`src/rtl/hex_keypad_entry.sv`:
```
// 4x4 hex keypad scanner with debounce. Accepted keys shift into a 32-bit entry word,
// and a rising edge on enter commits that word as a one-cycle write strobe.
module hex_keypad_entry #(
  parameter int unsigned SCAN_DIV   = 2000,
  parameter int unsigned DEB_CYCLES = 20000
) (
  input  logic        clk,
  input  logic        reset,
  input  logic [3:0]  row_n,
  output logic [3:0]  col_n,
  input  logic        enter,
  input  logic        clr,
  output logic [31:0] value,
  output logic [3:0]  digits,
  output logic        key_valid,
  output logic [3:0]  key_code,
  output logic        wr_en,
  output logic [31:0] wr_data
);

  localparam int unsigned DivW = (SCAN_DIV > 2) ? $clog2(SCAN_DIV) : 1;
  localparam int unsigned CntW = (DEB_CYCLES > 2) ? $clog2(DEB_CYCLES) : 1;
  localparam logic [DivW-1:0] DivLast = DivW'(SCAN_DIV - 1);
  localparam logic [CntW-1:0] CntLast = CntW'(DEB_CYCLES - 1);

  typedef enum logic [1:0] {StScan, StDebounce, StPressed, StRelease} state_e;

  state_e          state_q, state_d;
  logic [1:0]      col_q, col_d;
  logic [DivW-1:0] div_q, div_d;
  logic [CntW-1:0] cnt_q, cnt_d;
  logic [3:0]      pat_q, pat_d;
  logic [31:0]     value_q, value_d;
  logic [3:0]      digits_q, digits_d;
  logic            key_valid_q, key_valid_d;
  logic [3:0]      key_code_q, key_code_d;
  logic            wr_en_q, wr_en_d;
  logic [31:0]     wr_data_q, wr_data_d;
  logic [3:0]      row_s1_q, row_s2_q;
  logic            enter_s1_q, enter_s2_q, enter_prev_q;
  logic            clr_s1_q, clr_s2_q;
  logic            commit;
  logic [1:0]      row_sel;
  logic [3:0]      pressed_code;

  assign commit = enter_s2_q & ~enter_prev_q;

  // Lowest-index low row in the latched pattern wins.
  always_comb begin
    if (!pat_q[0])      row_sel = 2'd0;
    else if (!pat_q[1]) row_sel = 2'd1;
    else if (!pat_q[2]) row_sel = 2'd2;
    else                row_sel = 2'd3;
  end

  always_comb begin
    case ({row_sel, col_q})
      4'h0:    pressed_code = 4'h1;
      4'h1:    pressed_code = 4'h2;
      4'h2:    pressed_code = 4'h3;
      4'h3:    pressed_code = 4'hA;
      4'h4:    pressed_code = 4'h4;
      4'h5:    pressed_code = 4'h5;
      4'h6:    pressed_code = 4'h6;
      4'h7:    pressed_code = 4'hB;
      4'h8:    pressed_code = 4'h7;
      4'h9:    pressed_code = 4'h8;
      4'hA:    pressed_code = 4'h9;
      4'hB:    pressed_code = 4'hC;
      4'hC:    pressed_code = 4'hE;
      4'hD:    pressed_code = 4'h0;
      4'hE:    pressed_code = 4'hF;
      default: pressed_code = 4'hD;
    endcase
  end

  always_comb begin
    state_d     = state_q;
    col_d       = col_q;
    div_d       = div_q;
    cnt_d       = cnt_q;
    pat_d       = pat_q;
    key_valid_d = 1'b0;
    key_code_d  = key_code_q;
    unique case (state_q)
      StScan: begin
        if (div_q == DivLast) begin
          div_d = '0;
          if (row_s2_q != 4'hF) begin
            state_d = StDebounce;
            pat_d   = row_s2_q;
            cnt_d   = '0;
          end else begin
            col_d = col_q + 2'd1;
          end
        end else begin
          div_d = div_q + 1'b1;
        end
      end
      StDebounce: begin
        if (row_s2_q != pat_q) begin
          state_d = StScan;
          cnt_d   = '0;
          div_d   = '0;
        end else if (cnt_q == CntLast) begin
          state_d = StPressed;
          cnt_d   = '0;
        end else begin
          cnt_d = cnt_q + 1'b1;
        end
      end
      StPressed: begin
        key_valid_d = 1'b1;
        key_code_d  = pressed_code;
        state_d     = StRelease;
        cnt_d       = '0;
      end
      StRelease: begin
        if (row_s2_q != 4'hF) begin
          cnt_d = '0;
        end else if (cnt_q == CntLast) begin
          state_d = StScan;
          col_d   = col_q + 2'd1;
          div_d   = '0;
          cnt_d   = '0;
        end else begin
          cnt_d = cnt_q + 1'b1;
        end
      end
      default: state_d = StScan;
    endcase
  end

  // Entry word: clear beats commit beats key shift.
  always_comb begin
    value_d   = value_q;
    digits_d  = digits_q;
    wr_en_d   = 1'b0;
    wr_data_d = wr_data_q;
    if (clr_s2_q) begin
      value_d  = '0;
      digits_d = '0;
    end else if (commit) begin
      wr_en_d   = 1'b1;
      wr_data_d = value_q;
      value_d   = '0;
      digits_d  = '0;
    end else if (state_q == StPressed) begin
      value_d = {value_q[27:0], pressed_code};
      if (digits_q != 4'd8) digits_d = digits_q + 4'd1;
    end
  end

  always_ff @(posedge clk) begin
    if (reset) begin
      state_q      <= StScan;
      col_q        <= 2'd0;
      div_q        <= '0;
      cnt_q        <= '0;
      pat_q        <= 4'hF;
      value_q      <= '0;
      digits_q     <= '0;
      key_valid_q  <= 1'b0;
      key_code_q   <= '0;
      wr_en_q      <= 1'b0;
      wr_data_q    <= '0;
      row_s1_q     <= 4'hF;
      row_s2_q     <= 4'hF;
      enter_s1_q   <= 1'b0;
      enter_s2_q   <= 1'b0;
      enter_prev_q <= 1'b0;
      clr_s1_q     <= 1'b0;
      clr_s2_q     <= 1'b0;
    end else begin
      state_q      <= state_d;
      col_q        <= col_d;
      div_q        <= div_d;
      cnt_q        <= cnt_d;
      pat_q        <= pat_d;
      value_q      <= value_d;
      digits_q     <= digits_d;
      key_valid_q  <= key_valid_d;
      key_code_q   <= key_code_d;
      wr_en_q      <= wr_en_d;
      wr_data_q    <= wr_data_d;
      row_s1_q     <= row_n;
      row_s2_q     <= row_s1_q;
      enter_s1_q   <= enter;
      enter_s2_q   <= enter_s1_q;
      enter_prev_q <= enter_s2_q;
      clr_s1_q     <= clr;
      clr_s2_q     <= clr_s1_q;
    end
  end

  assign col_n     = ~(4'b0001 << col_q);
  assign value     = value_q;
  assign digits    = digits_q;
  assign key_valid = key_valid_q;
  assign key_code  = key_code_q;
  assign wr_en     = wr_en_q;
  assign wr_data   = wr_data_q;

endmodule

```
`config.mk`:
```
export PLATFORM = sky130hd
export DESIGN_NAME = hex_keypad_entry
export DESIGN_NICKNAME = d
export VERILOG_FILES = /design/src/rtl/hex_keypad_entry.sv
export SDC_FILE = /design/constraint.sdc
export NUM_CORES = 1
export LEC_CHECK = 0
export CORE_MARGIN = 5
export CORE_UTILIZATION = 56
export DETAILED_ROUTE_END_ITERATION = 16
export PLACE_DENSITY = 0.83
export SLEW_MARGIN = 25
export SYNTH_ARGS = -nofsm -noshare
export SYNTH_HDL_FRONTEND = slang
export SYNTH_SLANG_ARGS = --single-unit
```
`constraint.sdc`:
```
create_clock -name clk -period 3.26 [get_ports clk]
set_input_delay 0.326 -clock clk [delete_from_list [all_inputs] [get_ports clk]]
set_output_delay 0.326 -clock clk [all_outputs]
set_load 0.1 [all_outputs]
```
After elaboration in Yosys (flattened, before gate mapping)
Memory sizes are Yosys's and may differ from the RTL's.
Cells that the tools add are included.
{"block": "word_totals", "n_memories": 1, "latchBits": 0, "mem_bits_ro": 64, "mem_bits_rw": 0, "reg_bits": 121, "wordCells": 83}
{"name": "(no name shown)", "depth": 16, "width": 4, "read_ports": 1, "rd_clocked_by_memory_dff": 0, "write_ports": 0, "line_no": "57", "source": "case ({row_sel, col_q})"}
{"block": "op_classes", "div_mod_pow": 0, "mux": 28, "order_cmp": 0, "shift": 1, "eq_ne": 15, "reduce_logical": 12, "bitwise": 4, "n_mul": 0, "add_sub_neg": 4}
{"operator": "15-bit 2-to-1 mux", "n": 5}
{"operator": "15-bit one-hot mux with 4 select lines", "n": 1}
{"operator": "11-bit 2-to-1 mux", "n": 4}
{"operator": "11-bit one-hot mux with 3 select lines", "n": 1}
{"operator": "2-bit 2-to-1 mux", "n": 12}
{"operator": "15-bit by 1-bit adder with 15-bit output (second input constant)", "n": 1}
{"operator": "15-bit equality test (second input constant)", "n": 1}
{"operator": "2-bit inequality test (second input constant)", "n": 6}
{"operator": "11-bit by 1-bit adder with 11-bit output (second input constant)", "n": 1}
{"operator": "11-bit equality test (second input constant)", "n": 1}
{"operator": "5-bit AND reduction", "n": 2}
{"operator": "4-bit inequality test (second input constant)", "n": 2}
{"operator": "2-bit one-hot mux with 4 select lines", "n": 1}
{"operator": "2-bit AND reduction", "n": 3}
{"operator": "4-bit by 1-bit adder with 4-bit output (second input constant)", "n": 1}
{"operator": "2-bit equality test (second input constant)", "n": 2}
{"operator": "4-bit inequality test", "n": 1}
{"operator": "4-bit inverter", "n": 1}
{"operator": "2-bit one-hot mux with 2 select lines", "n": 1}
{"operator": "4-bit AND reduction", "n": 1}
{"operator": "1-bit by 2-bit << shifter with 4-bit output (first input constant)", "n": 1}
{"operator": "1-bit 2-to-1 mux", "n": 3}
{"operator": "3-bit inequality test (second input constant)", "n": 1}
{"operator": "3-bit AND reduction", "n": 1}
{"operator": "9 further kinds", "n": 10}

Logic depth before layout (Yosys ltp)
Gate-level depths: netlist (run 1).
{"block": "logic_depth", "word_depth": 4, "ltp_mapped": 8}

Worst setup path before layout (run 1)
Ideal clock, no wire load.
{"block": "synth_path", "kind": "flip-flop to flip-flop", "startpoint": "register div_q[0]", "endpoint": "register cnt_q[10]", "path_slack_ns": 1.220, "t_arrival_ns": 1.926, "path_stages_with_launch": 9, "path_buffers": 2, "path_cell_list": "dfxtp_1 > ha_1 > nand4b_2 > or4_1 > buf_2 > and2_4 > a22oi_4 > buf_6 > nor2_1"}
{"block": "synth_via", "elab_chain_cells": 3}
{"element": "start: declaration", "line_no": "30", "source": "logic [DivW-1:0] div_q, div_d;"}
{"element": "start signal: assignment", "line_no": "177", "source": "div_q <= div_d;"}
{"element": "11-bit equality test", "line_no": "87", "source": "if (div_q == DivLast) begin"}
{"element": "2-bit inequality test (no line)"}
{"element": "2-bit AND reduction (no line)"}
{"element": "end signal: assignment", "line_no": "178", "source": "cnt_q <= cnt_d;"}
{"element": "end: declaration", "line_no": "31", "source": "logic [CntW-1:0] cnt_q, cnt_d;"}
Every way passes these cells.
A chain may end at the register's enable or synchronous reset.

Worst setup path after layout (run 1)
{"block": "layout_path", "startpoint": "register value_q[12] (netlist: value[12])", "endpoint": "output value[12]"}
{"element": "start: declaration", "line_no": "33", "source": "logic [31:0] value_q, value_d;"}
{"element": "start signal: assignment", "line_no": "180", "source": "value_q <= value_d;"}
{"element": "end: declaration", "line_no": "13", "source": "output logic [31:0] value,"}
No word-level cell between the ends.

==> results of run 1 <==
area by class of cell:
cell class / count / area [sq um] / area share (%)
inverter: 15 / 56.3 / 0.898
clock inverter: 15 / 119 / 1.90
clock buffer: 17 / 414 / 6.61
tap: 108 / 135 / 2.16
timing repair buffer: 90 / 873 / 13.9
multi-input combinational: 415 / 2250 / 35.9
sequential: 121 / 2420 / 38.6
how the worst max path moves through the flow:
stage | startpoint | end
final | value[12]$_SDFFE_PP0P_ | value[12]
after global placement | div_q[0]$_SDFFE_PP0P_ | cnt_q[12]$_SDFFE_PP0P_
after global routing | div_q[0]$_SDFFE_PP0P_ | cnt_q[14]$_SDFFE_PP0P_
after floorplan | div_q[0]$_SDFFE_PP0P_ | cnt_q[10]$_SDFFE_PP0P_
after CTS | div_q[0]$_SDFFE_PP0P_ | cnt_q[2]$_SDFFE_PP0P_
after detailed placement | div_q[0]$_SDFFE_PP0P_ | cnt_q[2]$_SDFFE_PP0P_
through the flow:
step | utilization, % | instance area (sq um) | hold WS [ns] | cells | power, mW
floorplan | - | 4870 | 0.389 | 586 | 1.61
global placement | 66.7 | 5730 | 0.393 | 749 | 1.63
detailed placement | 66.8 | 5740 | 0.398 | 749 | 1.63
CTS | 73.0 | 6270 | 0.317 | 781 | 3.28
global route | 73.0 | 6270 | 0.344 | 781 | 3.36
finish | 73.0 | 6270 | 0.337 | 781 | 3.26
sequential cells by signal, indices dropped and copies added (netlist names), named ones only:
signal and flops:
clr_s1_q 1, clr_s2_q 1, cnt_q 15, col_q 2, digits 4, div_q 11, enter_prev_q 1, enter_s1_q 1
enter_s2_q 1, key_code 4, key_valid 1, pat_q 4, row_s1_q 4, row_s2_q 4, state_q 1, value 32
wr_data 32, wr_en 1
routing by layer:
layer / share of wire (%) / track usage, % / up-vias
met2: 49 / 35.8 / 167
met5: 0 / 0 / -
met4: 2.2 / 8.96 / 0
met1: 42 / 28.0 / 2035
li1: - / - / 2139
met3: 7.0 / 5.30 / 24
cell families (layout without fill, tap and decap cells):
logic type,Yosys count,count (layout),synth area share [%]
AOI/OAI and AO/OA,123,123,15.3
adders and majority gates,10,10,2.57
DFF,121,121,49.8
muxes,5,5,1.03
buffers and inverters,50,137,4.19
xor gates and xnor gates,18,18,3.24
and+or+nand+nor,259,259,23.9
placed cells by master, fill, tap and decap left out, types with 2 or more instances in the layout:
master,count
o31ai_1,2
clkinvlp_4,3
inv_6,5
nand2b_1,7
nand2_1,147
nor2_2,2
a211o_1,2
buf_4,9
a21oi_1,76
xor2_1,3
or2_2,10
and4_1,6
a211oi_1,6
clkbuf_16,16
o21ai_0,7
clkinv_4,3
nor2_1,36
mux2i_1,5
nand3_1,10
nor3_1,10
o211ai_1,4
xnor2_1,15
and3_1,5
dfxtp_1,121
nand4_1,9
a31oi_1,13
nor2b_1,10
clkdlybuf4s50_1,80
inv_1,15
ha_1,10
clkinv_2,3
power by group through the flow:
stage / clock [mW] / sequential [mW] / combinational [mW]
floorplan: 0 / 1.55 / 0.0620
CTS: 1.68 / 1.52 / 0.0876
global route: 1.74 / 1.52 / 0.0975
detailed placement: 0 / 1.55 / 0.0852
finish: 1.65 / 1.52 / 0.0882
global placement: 0 / 1.55 / 0.0825
==> impl_metrics.env, run 1 <==
export IMPL_cts_tree="yes"
export IMPL_max_stage_delay_ns=1.17
export IMPL_numCtsBuffers=17
export IMPL_power_per_cell_area_nw_per_um2=520
export IMPL_period_share_pct=74.9
export IMPL_slew_violations=0
export IMPL_clock_sinks=121
export IMPL_skew_ns=0.00678
export IMPL_gp_congestion=0.891
export IMPL_setup_viol=0
export IMPL_layout_nets=678
export IMPL_sw_frac_of_total_pct=24.1
export IMPL_drt_iter0_markers=212
export IMPL_hold_start="reset"
export IMPL_htree_num_levels=4
export IMPL_path_buf_inv=1
export IMPL_synth_area_leader_cell="dfxtp_1"
export IMPL_cp_arrival_ns=2.12
export IMPL_fin_setup_tns_ns=0
export IMPL_cts_resized=0
export IMPL_grt_pass1_wl_um=18600
export IMPL_synth_warnings=0
export IMPL_min_delay_path_depth=2
export IMPL_cpLargestDelayFamily="buffers and inverters"
export IMPL_critPathCaptureType="output port"
export IMPL_grtUsageTotal_pct=21.9
export IMPL_crit_type="register to output port"
export IMPL_antennaDiodeCount=0
export IMPL_routed_via_count=4365
export IMPL_die_width_um=103
export IMPL_hold_buffers=0
export IMPL_post_cts_buffers=0
export IMPL_netlist_area_leader_share_pct=49.8
export IMPL_drive_gt1_share_pct=9.36
export IMPL_synth_async_reset_ratio_pct=0
export IMPL_rr_worst_depth=6
export IMPL_synth_area_leaders="dfxtp_1 (50%), nand2_1 (11%), a21oi_1 (7.8%), nor2_1 (2.9%), xnor2_1 (2.7%)"
export IMPL_synthTopCellsByCount="nand2_1 (147), dfxtp_1 (121), a21oi_1 (76)"
export IMPL_synth_edf_count=0
export IMPL_setup_ws_ns=0.817
export IMPL_drc=0
export IMPL_r2r_start="div_q[0]$_SDFFE_PP0P_"
export IMPL_maxCapViolCount=0
export IMPL_rrSetupSlack_ns=0.82
export IMPL_core_area_sq_um=8590
export IMPL_clock_power_share_pct=50.7
export IMPL_clock_fmax_ghz=0.409
export IMPL_path_cells="clkdlybuf4s50_1"
export IMPL_rsz0062_at_grt="false"
export IMPL_critPathLaunchType="register"
export IMPL_grt_pass1_vias=3996
export IMPL_yosysMostFrequentCell="nand2_1"
export IMPL_run_status="finished clean"
export IMPL_worstSetupPathDepth=1
export IMPL_n_fill_cell=621
export IMPL_cp_max_fo=4
export IMPL_postSynthAreaPerCell_sq_um=8.30
export IMPL_clockRootBuffer="clkbuf_8"
export IMPL_ys_seq_area_share_pct=49.8
export IMPL_hold_class="input port to register"
export IMPL_comb_power_share_pct=2.7
export IMPL_period_needed_ns=2.44
export IMPL_worst_pin_slew_ns=1.03
export IMPL_dr_pass1_iters=5
export IMPL_syn_to_final_growth_pct=28.9
export IMPL_std_cell_rows=34
export IMPL_p_leak_nw=2.22
export IMPL_netlist_instances=586
export IMPL_ys_seq_elements=121
export IMPL_antenna_found_initial=0
export IMPL_wl_per_cell_um=14.5
export IMPL_ys_flop_type="dfxtp_1"
export IMPL_ant_nets=0
export IMPL_grt_max_degree=37
export IMPL_start_util_pct=56.6
export IMPL_dp_slack_ns=0.804
export IMPL_synth_cell_types=46
export IMPL_dieArea_sq_um=10700
export IMPL_portBuffers=85
export IMPL_die_h_um=103
export IMPL_hold_viol=0
export IMPL_clk_insertion_delay_late_ns=0.52
export IMPL_internal_power_mw=2.47
export IMPL_whs_endpoint="wr_data[30]$_SDFFE_PP0P_"
export IMPL_ir_worst_vdd_uv=385
export IMPL_io_pins=86
export IMPL_path_clk_slew_ns=0.06
export IMPL_relSlewSlack_pct=31.0
export IMPL_overflow=0
export IMPL_clock_path_buffers=2
export IMPL_syn_cell_area_sq_um=4870
export IMPL_via_per_inst=5.59
export IMPL_routed_wl_um=11400
export IMPL_p_switching_mw=0.785
export IMPL_power_share_sequential_pct=46.6
export IMPL_dp_hpwl_um=7720
export IMPL_syn_nets=604
export IMPL_r2r_end="cnt_q[2]$_SDFFE_PP0P_"
export IMPL_crit_required_ns=2.93
export IMPL_critical_path_slowest_cell="clkdlybuf4s50_1"
(Power assumes the default switching activity.)
==> run 2: changes to the inputs <==
--- a/config.mk
+++ b/config.mk
@@ -6,9 +6,9 @@
 export NUM_CORES = 1
 export LEC_CHECK = 0
 export CORE_MARGIN = 5
-export CORE_UTILIZATION = 56
+export CORE_UTILIZATION = 47
 export DETAILED_ROUTE_END_ITERATION = 16
-export PLACE_DENSITY = 0.83
+export PLACE_DENSITY = 0.74
 export SLEW_MARGIN = 25
 export SYNTH_ARGS = -nofsm -noshare
 export SYNTH_HDL_FRONTEND = slang
==> constraint.sdc (replaced) <==
create_clock -name clk -period 2.15 [get_ports clk]
set_input_delay 0.215 -clock clk [delete_from_list [all_inputs] [get_ports clk]]
set_output_delay 0.215 -clock clk [all_outputs]
set_load 0.1 [all_outputs]
==> impl_metrics.env, run 2 (synthesized netlist as in run 1, its figures left out) <==
export IMPL_syn_to_final_growth_pct=30.3
export IMPL_portBuffers=85
export IMPL_die_h_um=112
export IMPL_run_status="finished clean"
export IMPL_io_pins=86
export IMPL_final_cell_mix="nand2_1 (147), dfxtp_1 (121), buf_4 (92), a21oi_1 (76), nor2_1 (36)"
export IMPL_dpl_cell_area_sq_um=5710
export IMPL_routed_wl_um=11600
export IMPL_clock_sinks=121
export IMPL_fin_cells=822
export IMPL_cp_max_fo=13
export IMPL_max_stage_delay_ns=0.56
export IMPL_grt_pass1_wl_um=19800
export IMPL_dr_pass1_iters=5
export IMPL_critical_path_slowest_cell="or4_1"
export IMPL_clock_path_buffers=2
export IMPL_power_per_cell_area_nw_per_um2=821
export IMPL_clk_insertion_delay_late_ns=0.51
export IMPL_hold_viol=0
export IMPL_setup_viol=0
export IMPL_path_cells="ha_2 -> nand4b_2 -> or4_1 -> buf_4 -> a211oi_1 -> xnor2_1 -> nor2_1"
export IMPL_critPathCaptureType="register"
export IMPL_critPathLaunchType="register"
export IMPL_std_cell_rows=37
export IMPL_clock_fmax_ghz=0.483
export IMPL_rsz0062_at_grt="true"
export IMPL_fin_area_sq_um=6340
export IMPL_p_leak_nw=2.49
export IMPL_hold_class="input port to register"
export IMPL_core_area_sq_um=10200
export IMPL_setup_ws_ns=0.0776
export IMPL_start_util_pct=47.6
export IMPL_via_per_inst=5.18
export IMPL_grt_max_degree=37
export IMPL_drt_iter0_markers=307
export IMPL_final_common_cell="nand2_1"
export IMPL_clockRootBuffer="clkbuf_8"
export IMPL_slew_violations=0
export IMPL_relSlewSlack_pct=31.2
export IMPL_layout_nets=691
export IMPL_dp_slack_ns=0.0442
export IMPL_gp_congestion=0.852
export IMPL_die_width_um=112
export IMPL_path_clk_slew_ns=0.06
export IMPL_drc=0
export IMPL_cp_arrival_ns=2.48
export IMPL_numPlacedInstances=789
export IMPL_crit_required_ns=2.56
export IMPL_ant_nets=0
export IMPL_rrSetupSlack_ns=0.08
export IMPL_routed_via_count=4260
export IMPL_dieArea_sq_um=12500
export IMPL_antennaDiodeCount=0
export IMPL_htree_num_levels=4
export IMPL_drive_gt1_share_pct=22.4
export IMPL_worst_pin_slew_ns=1.03
export IMPL_period_needed_ns=2.07
export IMPL_rr_worst_depth=7
export IMPL_antenna_found_initial=0
export IMPL_cts_tree="yes"
export IMPL_p_total_mw=5.21
export IMPL_min_delay_path_depth=2
export IMPL_dp_hpwl_um=8080
export IMPL_numCtsBuffers=17
export IMPL_ir_worst_vdd_uv=506
export IMPL_maxCapViolCount=0
export IMPL_period_share_pct=96.4
export IMPL_wl_per_cell_um=14.1
export IMPL_skew_ns=0.00616
export IMPL_grtUsageTotal_pct=19.0
export IMPL_whs_ns=0.140
export IMPL_grt_pass1_vias=4184
export IMPL_overflow=0
export IMPL_hold_buffers=0
export IMPL_crit_type="register to register"
-- run 2: critical path: cells and delay by family (launching register included) --
kind / cells / cell delay [ns]
buffers and inverters: 1 / 0.21
xor gates and xnor gates: 1 / 0.16
adders and majority gates: 1 / 0.22
DFF: 1 / 0.36
and+or+nand+nor: 3 / 0.72
AOI/OAI and AO/OA: 1 / 0.29
-- run 2: path summary, 6_finish.rpt --
check / startpoint / to
setup reg to reg: div_q[0]$_SDFFE_PP0P_ / cnt_q[7]$_SDFFE_PP0P_
hold / removal: reset / key_valid$_SDFF_PP0_
setup / recovery: div_q[0]$_SDFFE_PP0P_ / cnt_q[7]$_SDFFE_PP0P_
hold reg to reg: row_s1_q[2]$_SDFF_PP1_ / row_s2_q[2]$_SDFF_PP1_
-- run 2: metrics by stage --
stage	TNS [ns]	util (%)
2_1_floorplan	0	-
3_3_place_gp	0	55.8
3_5_place_dp	0	55.8
4_1_cts	0	61.6
5_1_grt	-0.00430	62.0
6_report	0	62.0
-- run 2: layout make-up --
| cell class | count | area [sq um] |
|---|---|---|
| fillers | 873 | 3890 |
| flip-flops and latches | 121 | 2420 |
| multi-input cells | 415 | 2270 |
| repair buffers | 103 | 836 |
| clock buffers | 22 | 473 |
| well taps | 136 | 170 |
| clock inverters | 10 | 118 |
| inverters | 15 | 56.3 |
-- run 2: report_power, final --
part | leakage, nW | internal (mW) | switching (mW)
logic | 1.22 | 0.0515 | 0.0880
registers | 0.978 | 2.27 | 0.0290
clock network | 0.291 | 1.77 | 0.994
total | 2.49 | 4.10 | 1.11
-- run 2: repair_timing --
| item | in CTS | in global routing |
|---|---|---|
| setup buffers | 0 | 1 |
| endpoints found under the setup margin | 1 | 28 |
| resized for setup | 1 | 4 |
| pin swaps | 0 | 1 |
| cloned | 0 | 0 |
-- run 2: metal layers --
layer | GRT usage, % | share of wire (%) | vias up | wire length [um]
met5 | 0 | 0 | - | 0
met2 | 30.9 | 48 | 107 | 5600
met3 | 5.05 | 5.1 | 19 | 595
met4 | 7.22 | 1.4 | 0 | 159
met1 | 24.2 | 45 | 1986 | 5240
li1 | - | - | 2148 | -
==> run 3: changes to the inputs <==
--- a/config.mk
+++ b/config.mk
@@ -5,10 +5,11 @@
 export SDC_FILE = /design/constraint.sdc
 export NUM_CORES = 1
 export LEC_CHECK = 0
-export CORE_MARGIN = 5
+export CORE_MARGIN = 10
 export CORE_UTILIZATION = 47
 export DETAILED_ROUTE_END_ITERATION = 16
 export PLACE_DENSITY = 0.74
+export RECOVER_POWER = 25
 export SLEW_MARGIN = 25
 export SYNTH_ARGS = -nofsm -noshare
 export SYNTH_HDL_FRONTEND = slang
==> impl_metrics.env, run 3 (synthesized netlist as in run 1, its figures left out) <==
export IMPL_clk_insertion_delay_late_ns=0.51
export IMPL_slew_violations=39
export IMPL_grt_pass1_wl_um=19400
export IMPL_comb_power_share_pct=2.6
export IMPL_dr_wl_met2_um=5840
export IMPL_layout_nets=690
export IMPL_portBuffers=85
export IMPL_violations="max-capacitance violations, max-slew violations"
export IMPL_relSlewSlack_pct=-6.81
export IMPL_dr_pass1_iters=5
export IMPL_hold_class="input port to register"
export IMPL_overflow=0
export IMPL_clockRootBuffer="clkbuf_8"
export IMPL_setup_ws_ns=0.117
export IMPL_multi_input_area_sq_um=2290
export IMPL_routed_via_count=4319
export IMPL_p_switching_mw=1.19
export IMPL_htree_num_levels=4
export IMPL_period_share_pct=94.5
export IMPL_die_width_um=122
export IMPL_drt_iter0_markers=283
export IMPL_power_share_sequential_pct=44.4
export IMPL_rsz0062_at_grt="false"
export IMPL_wl_per_cell_um=14.5
export IMPL_worst_pin_slew_ns=1.60
export IMPL_skew_ns=0.00769
export IMPL_antenna_found_initial=0
export IMPL_clock_fmax_ghz=0.492
export IMPL_cp_arrival_ns=2.44
export IMPL_routed_wl_um=11900
export IMPL_power_per_cell_area_nw_per_um2=830
export IMPL_gp_congestion=0.857
export IMPL_crit_type="register to register"
export IMPL_wl_met3_um=690
export IMPL_critPathCaptureType="register"
export IMPL_clock_power_share_pct=53.0
export IMPL_p_leak_nw=2.44
export IMPL_final_cell_mix="nand2_1 (147), dfxtp_1 (120), a21oi_1 (76), buf_4 (55)"
export IMPL_clock_sinks=121
export IMPL_grt_max_degree=39
export IMPL_top_layer="met4"
export IMPL_sw_frac_of_total_pct=22.9
export IMPL_dp_hpwl_um=8250
export IMPL_whs_ns=0.0338
export IMPL_setup_viol=0
export IMPL_via_per_inst=5.26
export IMPL_cp_max_fo=13
export IMPL_register_area_sq_um=2420
export IMPL_std_cell_rows=37
export IMPL_run_status="complete, but fails checks"
export IMPL_hold_viol=0
export IMPL_clock_path_buffers=2
export IMPL_hold_buffers=0
export IMPL_io_pins=86
export IMPL_met1_length_um=5230
export IMPL_internal_power_mw=4.00
export IMPL_ir_worst_vdd_uv=603
export IMPL_path_clk_slew_ns=0.06
export IMPL_dieArea_sq_um=14800
export IMPL_start_util_pct=47.8
export IMPL_period_needed_ns=2.03
export IMPL_fin_setup_tns_ns=0
export IMPL_final_common_cell="nand2_1"
export IMPL_cts_tree="yes"
export IMPL_maxCapViolCount=1
export IMPL_dp_slack_ns=0.0385
export IMPL_numCtsBuffers=17
export IMPL_drc=0
export IMPL_die_h_um=122
export IMPL_antennaDiodeCount=0
export IMPL_crit_required_ns=2.56
export IMPL_critPathLaunchType="register"
export IMPL_n_fill_cell=898
export IMPL_grt_pass1_vias=4038
export IMPL_core_area_sq_um=10200
export IMPL_ant_nets=0
export IMPL_grtUsageTotal_pct=15.7
export IMPL_syn_to_final_growth_pct=28.5
export IMPL_drive_gt1_share_pct=22.8
[run 3: cell types whose count changed in the layout (fill, tap and decap cells not counted), moves of 2 or more]
cell | before | now
buf_4 | 92 | 55
clkbuf_2 | 0 | 35
inv_6 | 0 | 7
clkbuf_8 | 5 | 1
clkinv_2 | 3 | 0
clkinv_4 | 4 | 2
clkinvlp_4 | 1 | 3
[run 3: per-stage QoR]
step / utilization (%) / area [sq um] / instances / total power [mW]
after floorplan: - / 4870 / 586 / 2.44
after global placement: 56.0 / 5700 / 788 / 2.48
after detailed placement: 56.0 / 5700 / 788 / 2.48
after CTS: 61.7 / 6280 / 820 / 5.22
after global routing: 61.4 / 6250 / 821 / 5.36
final: 61.4 / 6250 / 821 / 5.19
[run 3: final timing paths]
kind | startpoint | endpoint | slack [ns] | cells past startpoint
max | div_q[1]$_SDFFE_PP0P_ | cnt_q[7]$_SDFFE_PP0P_ | 0.12 | 7
min | reset | state_q[0]$_SDFFE_PP0P_ | 0.03 | 2
max reg2reg | div_q[1]$_SDFFE_PP0P_ | cnt_q[7]$_SDFFE_PP0P_ | 0.12 | 7
min reg2reg | row_s1_q[0]$_SDFF_PP1_ | row_s2_q[0]$_SDFF_PP1_ | 0.41 | 1
[run 3: per-layer routing]
| metal | track usage, % | vias up |
|---|---|---|
| met5 | 0 | - |
| li1 | - | 2150 |
| met2 | 26.2 | 119 |
| met3 | 4.95 | 10 |
| met1 | 18.7 | 2040 |
| met4 | 5.29 | 0 |
[run 3: final cells by class]
cell class	count	area share, %
flip-flops and latches	121	38.8
clock buffers	18	6.68
clock inverters	14	2.58
inverters	15	0.901
multi-input cells	415	36.6
well taps	136	2.72
repair buffers	102	11.8
[run 3: critical path, cell delays in order (launching register included)]
cell and delay [ns]:
dfxtp_1 0.36, ha_2 0.22, nand4b_2 0.12, or4_4 0.55
buf_4 0.21, a211oi_2 0.26, xnor2_1 0.14, nor2_1 0.05
[run 3: repair_timing]
item / 4_1_cts / 5_1_grt
setup buffers: 0 / 1
hold endpoints to repair: 0 / 0
setup endpoints to repair: 0 / 31
resized for setup: 0 / 10
[run 3: power groups by stage]
stage / combinational [mW] / clock [mW] / sequential (mW)
2_1_floorplan: 0.0940 / 0 / 2.34
3_3_place_gp: 0.129 / 0 / 2.35
3_5_place_dp: 0.132 / 0 / 2.35
4_1_cts: 0.132 / 2.79 / 2.30
5_1_grt: 0.154 / 2.90 / 2.30
6_report: 0.137 / 2.75 / 2.30
